<file path="config.mk">
export PLATFORM = sky130hd
export DESIGN_NAME = vending_change_dispenser
export DESIGN_NICKNAME = d
export VERILOG_FILES = /design/src/rtl/vending_pkg.sv /design/src/rtl/vending_coin_select.sv /design/src/rtl/vending_change_dispenser.sv
export SDC_FILE = /design/constraint.sdc
export NUM_CORES = 1
export LEC_CHECK = 0
export CAP_MARGIN = 0
export CORE_AREA = 4 4 108 59
export DETAILED_ROUTE_END_ITERATION = 10
export DIE_AREA = 0 0 112 63
export PLACE_DENSITY = 0.76
export SLEW_MARGIN = 25
export SYNTH_ARGS = -nofsm -noshare
export SYNTH_HDL_FRONTEND = slang
export SYNTH_HIERARCHICAL = 1
export SYNTH_SLANG_ARGS = --single-unit
</file>
<file path="constraint.sdc">
create_clock -name clk -period 3.91 [get_ports clk]
set_clock_uncertainty 0.05 [all_clocks]
set_input_delay 0.782 -clock clk [delete_from_list [all_inputs] [get_ports clk]]
set_output_delay 0.782 -clock clk [all_outputs]
set_load 0.01 [all_outputs]
</file>
<file path="src/rtl/vending_pkg.sv">
// Shared types and constants for the change-dispenser slice: coin codes,
// their face values and the payout FSM states.
package vending_pkg;

  typedef enum logic [1:0] {
    COIN_1  = 2'd0,
    COIN_5  = 2'd1,
    COIN_10 = 2'd2,
    COIN_50 = 2'd3
  } coin_t;

  typedef enum logic [1:0] {
    S_IDLE   = 2'd0,
    S_SELECT = 2'd1,
    S_ISSUE  = 2'd2,
    S_FINISH = 2'd3
  } state_t;

  // Face value of each coin code, indexed by the code itself.
  localparam logic [7:0] COIN_VALUE [4] = '{8'd1, 8'd5, 8'd10, 8'd50};

  function automatic logic [7:0] coin_value(input logic [1:0] code);
    return COIN_VALUE[code];
  endfunction

endpackage

</file>
<file path="src/rtl/vending_coin_select.sv">
// Priority picker: largest denomination that still fits the remaining
// amount and has at least one coin in stock.
module vending_coin_select
  import vending_pkg::*;
(
  input  logic [7:0] rem,
  input  logic [3:0] avail,
  output logic       found,
  output logic [1:0] code
);

  // Scan codes upward so the last hit, i.e. the largest usable coin, wins.
  always_comb begin
    found = 1'b0;
    code  = COIN_1;
    for (int i = 0; i < 4; i++) begin
      if (avail[i] && (coin_value(2'(i)) <= rem)) begin
        found = 1'b1;
        code  = 2'(i);
      end
    end
  end

endmodule

</file>
<file path="src/rtl/vending_change_dispenser.sv">
// Coin-payout engine: pays a change amount one coin at a time, largest
// denomination first, tracking per-denomination stock and reporting any
// amount that could not be paid.
module vending_change_dispenser
  import vending_pkg::*;
#(
  parameter int INIT_STOCK = 8,
  parameter int STOCK_W    = 8
) (
  input  logic       clk,
  input  logic       rst,
  input  logic [7:0] amt,
  input  logic       amt_valid,
  output logic       amt_ready,
  input  logic       refill,
  output logic [1:0] coin,
  output logic       coin_valid,
  input  logic       coin_ack,
  output logic       done,
  output logic       short,
  output logic [7:0] remain
);

  localparam logic [STOCK_W-1:0] STOCK_FULL = STOCK_W'(INIT_STOCK);
  localparam logic [STOCK_W-1:0] STOCK_ONE  = STOCK_W'(1);

  state_t             state;
  logic [7:0]         rem;
  logic [STOCK_W-1:0] stock [4];
  logic [3:0]         avail;
  logic               sel_found;
  logic [1:0]         sel_code;

  // A denomination is usable only while its stock counter is non-zero.
  always_comb begin
    for (int i = 0; i < 4; i++) begin
      avail[i] = (stock[i] != '0);
    end
  end

  vending_coin_select u_select (
    .rem   (rem),
    .avail (avail),
    .found (sel_found),
    .code  (sel_code)
  );

  assign amt_ready = (state == S_IDLE);

  // Payout FSM with rem, stock counters and all registered outputs.
  always_ff @(posedge clk) begin
    if (rst) begin
      state      <= S_IDLE;
      rem        <= 8'd0;
      coin       <= COIN_1;
      coin_valid <= 1'b0;
      done       <= 1'b0;
      short      <= 1'b0;
      remain     <= 8'd0;
      for (int i = 0; i < 4; i++) begin
        stock[i] <= STOCK_FULL;
      end
    end else begin
      done <= 1'b0;
      case (state)
        S_IDLE: begin
          // Refill lands in the same edge as an accept, so SELECT sees it.
          if (refill) begin
            for (int i = 0; i < 4; i++) begin
              stock[i] <= STOCK_FULL;
            end
          end
          if (amt_valid) begin
            rem <= amt;
            if (amt == 8'd0) begin
              state  <= S_FINISH;
              done   <= 1'b1;
              short  <= 1'b0;
              remain <= 8'd0;
            end else begin
              state <= S_SELECT;
            end
          end
        end
        S_SELECT: begin
          if (sel_found) begin
            coin       <= sel_code;
            coin_valid <= 1'b1;
            state      <= S_ISSUE;
          end else begin
            state  <= S_FINISH;
            done   <= 1'b1;
            short  <= (rem != 8'd0);
            remain <= rem;
          end
        end
        S_ISSUE: begin
          // Selection guaranteed value <= rem and stock != 0, so no wrap.
          if (coin_ack) begin
            rem         <= rem - coin_value(coin);
            stock[coin] <= stock[coin] - STOCK_ONE;
            coin_valid  <= 1'b0;
            if (rem == coin_value(coin)) begin
              state  <= S_FINISH;
              done   <= 1'b1;
              short  <= 1'b0;
              remain <= 8'd0;
            end else begin
              state <= S_SELECT;
            end
          end
        end
        S_FINISH: begin
          state <= S_IDLE;
        end
        default: begin
          state <= S_IDLE;
        end
      endcase
    end
  end

endmodule

</file>
==> results.py, run 1 <==
metrics = {
    "critical_path": {
        "ff2ff_path_depth": 6,
        "slowest_delay_ns": 0.68,
        "worst-r2r-setup-slack_ns": 1.25,
        "end_kind": "flop",
        "critPathLaunchType": "flop",
        "crit_type": "reg2reg",
        "reg2reg_to": "stock[2][6]$_SDFFCE_PN0P_",
        "cp_max_fo": 8,
        "crit_slowest_cell": "mux4_2",
        "critical_path.cell_chain": "mux4_2 > inv_1 > ha_1 > nand3b_1 > xor2_1 > nor2_1",
        "worstPathRequired_ns": 3.92,
        "critical_path_arrival_ns": 2.67,
    },
    "clock_network": {
        "tritoncts": "done",
        "cts.path.max_buffers": 2,
        "cts.clk_slew.worst_paths_ns": 0.06,
        "clockRootBuffer": "clkbuf_8",
        "post_cts_buffers": 0,
        "htree_levels": 3,
        "clock_latency_ns": 0.33,
        "cts-resized-gates": 0,
        "cts_buffers": 9,
        "ctsHoldBuffers": 0,
        "cts_sinks": 57,
    },
    "layout": {
        "fillCellCount": 415,
        "fin_nets": 326,
        "area_growth_pct": 16.3,
        "num_antenna_cells": 0,
        "final_area_sq_um": 3430,
        "layout_common_cells": "47 x nor2_1, 32 x edfxtp_1, 26 x clkdlybuf4s50_1",
        "final_common_cell": "nor2_1",
        "ff_latch_area_sq_um": 1460,
        "multi_input_area_sq_um": 1410,
        "drive_above_1_share_pct": 9.71,
        "post-route-util_pct": 64.0,
    },
    "floorplan": {
        "die_h_um": 63,
        "core_area_sq_um": 5350,
        "initial_core_util_pct": 55.1,
        "io_pins": 27,
        "die_w_um": 112,
        "row_count": 19,
        "dieArea_sq_um": 7060,
    },
    "job": {
        "max_cap_viol_count": 0,
    },
    "sta": {
        "worstMarginPinSlew_ns": 0.773,
        "slew-limit-headroom_pct": 48.5,
        "finalSetupTns_ns": 0,
        "maxSlewViolCount": 0,
        "rsz0062_at_grt": "false",
        "fmaxAchievable_ghz": 0.376,
        "hold_viol": 0,
        "fin_crit_sh_pct": 68.0,
        "period_needed_ns": 2.66,
        "setup_viol_count_final": 0,
    },
    "routing": {
        "via_per_inst": 6.33,
        "drc": 0,
        "routed_wirelength_um": 7170,
        "route.antenna.remaining_nets": 0,
        "wire_per_inst_um": 18.8,
        "initialDrtViolationCount": 202,
        "drt_first_pass_iters": 5,
        "vias": 2417,
    },
    "power_and_ir_drop": {
        "vdd_ir_drop_max_mv": 0.202,
        "power_per_cell_area_nw_per_um2": 471,
        "p_leak_nw": 1.20,
        "finalPower_mw": 1.61,
    },
    "placement": {
        "placed_area_sq_um": 3250,
        "port_buffers": 26,
        "gp_congestion": 0.890,
        "dp_hpwl_um": 5390,
    },
    "worst_hold_path": {
        "hp-class": "reg2reg",
        "hold_end": "short$_SDFFE_PP0P_",
        "holdPathStages": 2,
        "worstHoldStart": "short$_SDFFE_PP0P_",
    },
    "global_route": {
        "grt_use_total_pct": 21.8,
        "grt_max_degree": 22,
        "grt_overflow_total": 0,
        "grt_pass1_vias": 2303,
        "grt_pass1_wl_um": 11800,
        "antenna_found_initial": 0,
    },
    "synth": {
        "ys.flop_type": "edfxtp_1",
        "seq_area_frac_synth_pct": 49.6,
        "ys_warn_count": 6,
        "synth_seq_cells": 57,
        "synthCells": 277,
        "synthArstFlopShare_pct": 0,
        "synth_cell_type_count": 53,
        "syn-cell-area_sq_um": 2950,
        "syn_nets": 298,
        "synth-edff-count": 32,
        "avgSynthCellArea_sq_um": 10.6,
    },
    "run_status": {
        "status": "finished, final reports clean",
    },
}
==> Yosys cell counts (all sizes together), types with 2 or more instances <==
library cell | number | area share [%]
mux2i | 4 | 1.4
o21a | 6 | 1.6
a22o | 8 | 2.4
nor2b | 6 | 1.5
mux4 | 8 | 6.1
a21o | 2 | 0.51
edfxtp | 32 | 33
buf | 5 | 1.2
nand2 | 21 | 2.7
o31ai | 5 | 1.7
ha | 7 | 3.0
nand2b | 5 | 1.1
a211oi | 8 | 2.2
a21oi | 9 | 1.5
dfxtp | 25 | 17
nand4 | 4 | 0.85
or3 | 3 | 0.64
nor2 | 47 | 6.0
nor4 | 11 | 2.3
nand3 | 7 | 1.2
o21ai | 7 | 1.2
xnor2 | 2 | 0.59
nand3b | 2 | 0.51
nor3 | 10 | 2.0
or4 | 2 | 0.64
inv | 6 | 0.76
clkbuf | 5 | 0.64
xor2 | 4 | 1.2
==> report_power, final <==
group | internal, mW | leakage [nW] | switching, mW | total, mW
registers | 0.680 | 0.537 | 0.0625 | 0.742
clock network | 0.287 | 0.0929 | 0.217 | 0.504
logic | 0.157 | 0.565 | 0.209 | 0.366
==> registers in the layout, summed over array words and instances (netlist names), named ones only <==
signal      flops
short           1
remain          8
coin_valid      1
coin            2
rem             8
stock          32
done            1
state           2
==> routing by layer <==
layer / track usage (%) / part of all wire, % / vias to the layer above
met5: 0 / 0 / -
met4: 6.75 / 2.0 / 0
met3: 8.32 / 9.9 / 14
met2: 36.4 / 49 / 135
met1: 26.2 / 39 / 1156
li1: - / - / 1112
==> worst max-delay path by stage <==
| stage | to | from | depth (start not counted) |
|---|---|---|---|
| finish | stock[2][6]$_SDFFCE_PN0P_ | flop | 6 |
| global route | rem[4]$_SDFFE_PP0P_ | coin[1]$_SDFFE_PP0P_ | 8 |
| CTS | stock[0][6]$_SDFFCE_PN0P_ | flop | 6 |
| detailed placement | stock[1][3]$_SDFFCE_PN1P_ | coin_ack | 5 |
| global placement | stock[1][7]$_SDFFCE_PN0P_ | coin_ack | 5 |
| floorplan | rem[4]$_SDFFE_PP0P_ | coin[1]$_SDFFE_PP0P_ | 8 |
==> critical path, delay by kind of cell (launching register included) <==
family / cells / cell delay, ns
mux: 1 / 0.68
buf+inv: 1 / 0.10
flops: 1 / 0.65
fa+ha+maj: 1 / 0.21
xor+xnor: 1 / 0.48
simple gates: 2 / 0.21
==> final cells by class <==
| class | instances | share of cell area, % |
|---|---|---|
| clock buffers | 11 | 3.83 |
| clock inverters | 4 | 1.31 |
| inverters | 6 | 0.657 |
| multi-input cells | 204 | 41.1 |
| flip-flops and latches | 57 | 42.7 |
| well taps | 73 | 2.67 |
| repair buffers | 27 | 7.82 |
==> cells by family after synthesis <==
logic type,count (synthesis),share of synthesized area [%]
AOI/OAI and AO/OA,55,14.0
xor gates and xnor gates,6,1.78
adders and majority gates,8,3.65
buffers and inverters,16,2.63
DFF,57,49.6
muxes,12,7.48
and+or+nand+nor,123,20.9
==> through the flow <==
step | std cells | hold slack [ns] | worst slack (ns)
3_3_place_gp | 367 | 0.392 | 1.21
5_1_grt | 382 | 0.448 | 1.10
4_1_cts | 382 | 0.407 | 1.29
3_5_place_dp | 367 | 0.398 | 1.10
6_report | 382 | 0.409 | 1.25
2_1_floorplan | 277 | 0.426 | 1.69
Note: power is estimated with default switching activity, not from simulation.
==> inputs of run 2 (changes only) <==
--- a/config.mk
+++ b/config.mk
@@ -6,10 +6,10 @@
 export NUM_CORES = 1
 export LEC_CHECK = 0
 export CAP_MARGIN = 0
-export CORE_AREA = 4 4 108 59
+export CORE_AREA = 4 4 112 61
 export DETAILED_ROUTE_END_ITERATION = 10
-export DIE_AREA = 0 0 112 63
-export PLACE_DENSITY = 0.76
+export DIE_AREA = 0 0 116 65
+export PLACE_DENSITY = 0.74
 export SLEW_MARGIN = 25
 export SYNTH_ARGS = -nofsm -noshare
 export SYNTH_HDL_FRONTEND = slang
==> constraint.sdc (replaced) <==
create_clock -name clk -period 2.2 [get_ports clk]
set_clock_uncertainty 0.05 [all_clocks]
set_input_delay 0.44 -clock clk [delete_from_list [all_inputs] [get_ports clk]]
set_output_delay 0.44 -clock clk [all_outputs]
set_load 0.01 [all_outputs]
==> run 2 against run 1 <==
The run now ends with negative setup slack left. First-iteration DRC count up 57%. Critical path type unchanged. Total power grew 120%. Cell count rose by 12%. Register-to-register slack got worse by 1.3 ns.
==> results.py, run 2 (synthesized netlist as in run 1, its figures left out) <==
metrics = {
    "global_route": {
        "antenna_found_initial": 1,
        "grt_pass1_vias": 2270,
        "grt_max_degree": 12,
        "grt_pass1_wl_um": 12600,
        "grt_use_total_pct": 23.0,
        "grt_overflow_total": 0,
    },
    "critical_path": {
        "critical_path.cell_chain": "nor4_2 > nand2_1 > o21a_2 > a41oi_2 > nand4_1 > buf_4 > nand3b_1 > mux2i_1 > nor2_1",
        "crit_type": "reg2reg",
        "reg2reg_to": "coin[1]$_SDFFE_PP0P_",
        "ff2ff_path_depth": 9,
        "critPathLaunchType": "flop",
        "path_buf_inv": 1,
        "critical_path_arrival_ns": 2.40,
        "r2r-start": "stock[3][0]$_SDFFCE_PN0P_",
        "end_kind": "flop",
        "crit_family": "simple AND/OR/NAND/NOR gates",
        "crit_slowest_cell": "edfxtp_1",
        "worstPathRequired_ns": 2.36,
        "slowest_delay_ns": 0.40,
        "worst-r2r-setup-slack_ns": -0.04,
        "cp_max_fo": 3,
        "cp_num_cells": 9,
    },
    "layout": {
        "drive_above_1_share_pct": 23.1,
        "area_growth_pct": 33.7,
        "layout_common_cells": "46 x nor2_1, 39 x buf_4, 32 x edfxtp_1",
        "final_area_sq_um": 3940,
        "fin_nets": 366,
        "regMostFlops": "stock",
        "reg_top3": "stock: 32 flops, rem: 8 flops, remain: 8 flops",
        "final_common_cell": "nor2_1",
        "fillCellCount": 458,
        "largest_register_ffs": 32,
        "num_antenna_cells": 0,
        "instances_no_fill": 427,
    },
    "run_status": {
        "violations": "negative setup slack",
        "status": "complete, but fails checks",
    },
    "floorplan": {
        "die_h_um": 65,
        "io_pins": 27,
        "row_count": 20,
        "die_w_um": 116,
        "initial_core_util_pct": 50.3,
        "dieArea_sq_um": 7540,
        "core_area_sq_um": 5860,
    },
    "sta": {
        "fmaxAchievable_ghz": 0.446,
        "setup_viol_count_final": 4,
        "hold_viol": 0,
        "rsz0062_at_grt": "true",
        "timing.final.ws_setup_ns": -0.0400,
        "slew-limit-headroom_pct": 64.2,
        "worstMarginPinSlew_ns": 0.533,
        "fin_crit_sh_pct": 102,
        "finalSetupTns_ns": -0.121,
        "maxSlewViolCount": 0,
        "period_needed_ns": 2.24,
    },
    "clock_network": {
        "htree_levels": 3,
        "cts.clk_slew.worst_paths_ns": 0.05,
        "cts_sinks": 57,
        "cts.path.max_buffers": 2,
        "clock_latency_ns": 0.33,
        "clockRootBuffer": "clkbuf_16",
        "cts_buffers": 9,
        "tritoncts": "done",
    },
    "power_and_ir_drop": {
        "finalPower_mw": 3.58,
        "power_per_cell_area_nw_per_um2": 909,
        "p_leak_nw": 1.45,
        "vdd_ir_drop_max_mv": 0.626,
    },
    "routing": {
        "wire_per_inst_um": 18.6,
        "vias": 2522,
        "via_per_inst": 5.91,
        "drt_first_pass_iters": 5,
        "routed_wirelength_um": 7940,
        "drc": 0,
        "route.antenna.remaining_nets": 0,
        "initialDrtViolationCount": 318,
    },
    "placement": {
        "port_buffers": 26,
        "placed_area_sq_um": 3540,
        "place_inst": 407,
        "dp_hpwl_um": 6150,
        "gp_congestion": 0.874,
    },
    "worst_hold_path": {
        "hold_end": "short$_SDFFE_PP0P_",
        "worstHoldStart": "short$_SDFFE_PP0P_",
        "hp-class": "reg2reg",
        "holdPathStages": 2,
    },
    "job": {
        "max_cap_viol_count": 0,
    },
}
==> run 2: cell types whose count changed in the layout (fill, tap and decap cells not counted), sizes merged <==
cell,delta
buf,+40
clkbuf,-2
bufinv,+1
clkinv,+1
clkinvlp,+1
==> run 2: cell type report <==
cell class	count	area (sq um)	area share, %
flip-flops and latches	57	1460	37.1
multi-input cells	204	1460	37.1
repair buffers	67	584	14.8
clock buffers	9	225	5.72
well taps	77	96.3	2.45
clock inverters	7	85.1	2.16
inverters	6	22.5	0.572
==> run 2: timing repair <==
item | 4_1_cts | 5_1_grt
hold buffers | 0 | 0
gates resized for setup | 4 | 12
cloned | 0 | 0
setup endpoints to repair | 8 | 24
buffers inserted | 3 | 1
pin swaps | 2 | 17
==> run 2: report_power, final <==
group          switching, mW  total [mW]  internal [mW]
Clock                  0.455        1.43          0.975
Sequential            0.0705        1.28           1.21
Combinational          0.477       0.869          0.393
==> run 2: worst max path at each step <==
stage                                           end  slack, ns                 startpoint
after floorplan              remain[0]$_SDFFE_PP0P_       0.03        rem[7]$_SDFFE_PP0P_
after global placement          rem[4]$_SDFFE_PP0P_     -0.005                   coin_ack
after detailed placement     remain[2]$_SDFFE_PP0P_      -0.03                     amt[0]
after CTS                 stock[2][7]$_SDFFCE_PN0P_       0.01  stock[3][4]$_SDFFCE_PN0P_
after global routing                           flop      -0.19  stock[3][1]$_SDFFCE_PN0P_
final                          coin[1]$_SDFFE_PP0P_      -0.04  stock[3][0]$_SDFFCE_PN0P_
==> run 2: worst reg2reg max path: stages (launching register included) <==
cell and delay [ns]:
edfxtp_1 0.40, nor4_2 0.31, nand2_1 0.14, o21a_2 0.14, a41oi_2 0.20, nand4_1 0.20
buf_4 0.19, nand3b_1 0.19, mux2i_1 0.21, nor2_1 0.09
==> run 2: metrics by stage <==
stage	hold slack (ns)	setup slack, ns	utilization, %
after detailed placement	0.399	-0.0284	60.4
after global routing	0.443	-0.186	67.2
after global placement	0.390	-0.00540	60.4
final	0.413	-0.0400	67.2
after CTS	0.406	0.0110	66.5
after floorplan	0.426	0.0266	-
==> run 2: per-layer routing <==
layer	global-route usage [%]	up-vias	share of wire, %
met5	0	-	0
met4	7.67	0	1.1
met3	9.05	9	12
met2	25.8	132	35
met1	37.7	1187	51
li1	-	1194	-
==> inputs of run 3 (changes only) <==
--- a/config.mk
+++ b/config.mk
@@ -6,10 +6,11 @@
 export NUM_CORES = 1
 export LEC_CHECK = 0
 export CAP_MARGIN = 0
-export CORE_AREA = 4 4 112 61
+export CORE_AREA = 2 2 108 58
+export CTS_BUF_LIST = sky130_fd_sc_hd__clkbuf_8
 export DETAILED_ROUTE_END_ITERATION = 10
-export DIE_AREA = 0 0 116 65
-export PLACE_DENSITY = 0.74
+export DIE_AREA = 0 0 110 60
+export PLACE_DENSITY = 0.77
 export SLEW_MARGIN = 25
 export SYNTH_ARGS = -nofsm -noshare
 export SYNTH_HDL_FRONTEND = slang
==> run 3 against run 2 <==
The run still ends with negative setup slack left. Die area down 12%. Global-route usage increased by 7.2 points. Sequential power is essentially flat.
==> results.py, run 3 (synthesized netlist as in run 1, its figures left out) <==
metrics = {
    "run_status": {
        "status": "complete, but fails checks",
        "violations": "negative setup slack",
    },
    "layout": {
        "fin_nets": 378,
        "reg_top3": "stock: 32 flops, rem: 8 flops, remain: 8 flops",
        "post-route-util_pct": 68.7,
        "final_common_cell": "buf_4",
        "fillCellCount": 414,
        "area_growth_pct": 33.7,
        "largest_register_ffs": 32,
        "num_antenna_cells": 0,
        "instances_no_fill": 439,
        "drive_above_1_share_pct": 28.2,
        "layout_common_cells": "52 x buf_4, 46 x nor2_1, 32 x edfxtp_1",
        "regMostFlops": "stock",
        "final_area_sq_um": 3940,
    },
    "power_and_ir_drop": {
        "power_per_cell_area_nw_per_um2": 819,
        "vdd_ir_drop_max_mv": 0.504,
        "finalPower_mw": 3.22,
        "p_leak_nw": 1.44,
    },
    "routing": {
        "route.antenna.remaining_nets": 0,
        "via_per_inst": 6.15,
        "initialDrtViolationCount": 357,
        "vias": 2700,
        "drt_first_pass_iters": 5,
        "wire_per_inst_um": 21.0,
        "routed_wirelength_um": 9210,
        "drc": 0,
    },
    "floorplan": {
        "row_count": 20,
        "die_h_um": 60,
        "initial_core_util_pct": 51.4,
        "core_area_sq_um": 5730,
        "dieArea_sq_um": 6600,
        "io_pins": 27,
        "die_w_um": 110,
    },
    "clock_network": {
        "clockRootBuffer": "clkbuf_8",
        "htree_levels": 3,
        "clock_latency_ns": 0.36,
        "tritoncts": "done",
        "cts_sinks": 57,
        "cts_buffers": 9,
        "ctsHoldBuffers": 0,
        "cts.clk_slew.worst_paths_ns": 0.08,
        "cts.path.max_buffers": 2,
    },
    "critical_path": {
        "crit_type": "reg2reg",
        "end_kind": "flop",
        "worst-r2r-setup-slack_ns": -0.09,
        "ff2ff_path_depth": 12,
        "critical_path_arrival_ns": 2.48,
        "worstPathRequired_ns": 2.39,
        "r2r-start": "stock[3][1]$_SDFFCE_PN0P_",
        "cp_max_fo": 2,
        "critPathLaunch": "stock[3][1]$_SDFFCE_PN0P_",
        "critPathLaunchType": "flop",
    },
    "sta": {
        "slew-limit-headroom_pct": 59.4,
        "fin_crit_sh_pct": 104,
        "setup_viol_count_final": 13,
        "timing.final.ws_setup_ns": -0.0909,
        "holdWs_ns": 0.433,
        "hold_viol": 0,
        "finalSetupTns_ns": -0.646,
        "period_needed_ns": 2.29,
        "worstMarginPinSlew_ns": 0.605,
        "fmaxAchievable_ghz": 0.437,
        "maxSlewViolCount": 0,
        "rsz0062_at_grt": "true",
    },
    "placement": {
        "place_inst": 412,
        "post-place-ws_ns": -0.0946,
        "dp_hpwl_um": 6770,
        "placed_area_sq_um": 3580,
        "port_buffers": 26,
        "gp_congestion": 0.962,
    },
    "worst_hold_path": {
        "hold_end": "remain[6]$_SDFFE_PP0P_",
        "hp-class": "reg2reg",
        "worstHoldStart": "remain[6]$_SDFFE_PP0P_",
        "holdPathStages": 1,
    },
    "global_route": {
        "grt_max_degree": 17,
        "grt_pass1_wl_um": 13800,
        "grt_pass1_vias": 2524,
        "grt_overflow_total": 0,
        "antenna_found_initial": 0,
        "grt_use_total_pct": 30.2,
    },
    "job": {
        "max_cap_viol_count": 0,
    },
}
run 3: cell type report:
class	count	area, sq um	area share [%]
multi-input cells	204	1500	38.2
flip-flops and latches	57	1460	37.2
repair buffers	79	671	17.0
clock buffers	9	124	3.15
well taps	77	96.3	2.45
clock inverters	7	56.3	1.43
inverters	6	22.5	0.572
run 3: critical path, stage by stage, from the launching register on:
cell and delay [ns]:
edfxtp_1 0.43, nor4_2 0.30, nand2_1 0.17, o21a_2 0.17, a41oi_2 0.20, buf_4 0.15, buf_4 0.10, buf_4 0.09
buf_4 0.09, buf_4 0.10, o21ai_1 0.09, mux2i_1 0.15, nor2_1 0.08
run 3: worst max-delay path by stage:
stage                        endpoint  slack, ns  cells past startpoint
6_report                         flop      -0.09                     12
3_3_place_gp   remain[1]$_SDFFE_PP0P_      -0.02                      9
4_1_cts        remain[3]$_SDFFE_PP0P_      0.003                      9
2_1_floorplan  remain[0]$_SDFFE_PP0P_       0.03                      6
3_5_place_dp      rem[7]$_SDFFE_PP0P_      -0.09                      8
5_1_grt          coin[1]$_SDFFE_PP0P_      -0.23                      9
run 3: timing repair:
item,CTS,global route
buffers inserted,5,6
pin swaps,6,23
endpoints found under the setup margin,11,25
gates resized for setup,5,18
run 3: per-layer routing:
metal  global-route usage (%)  wire length, um  part of all wire, %  vias to the layer above
met2                     37.2             3430                   37                      184
li1                         -                -                    -                     1210
met3                     13.6             1260                   14                       19
met4                     10.3              171                  1.9                        0
met1                     45.6             4340                   47                     1287
met5                        0                0                    0                        -
run 3: report_power, final:
group / total [mW] / internal [mW] / switching (mW)
sequential: 1.29 / 1.21 / 0.0800
clock: 0.903 / 0.414 / 0.489
combinational: 1.03 / 0.480 / 0.553
total: 3.22 / 2.10 / 1.12
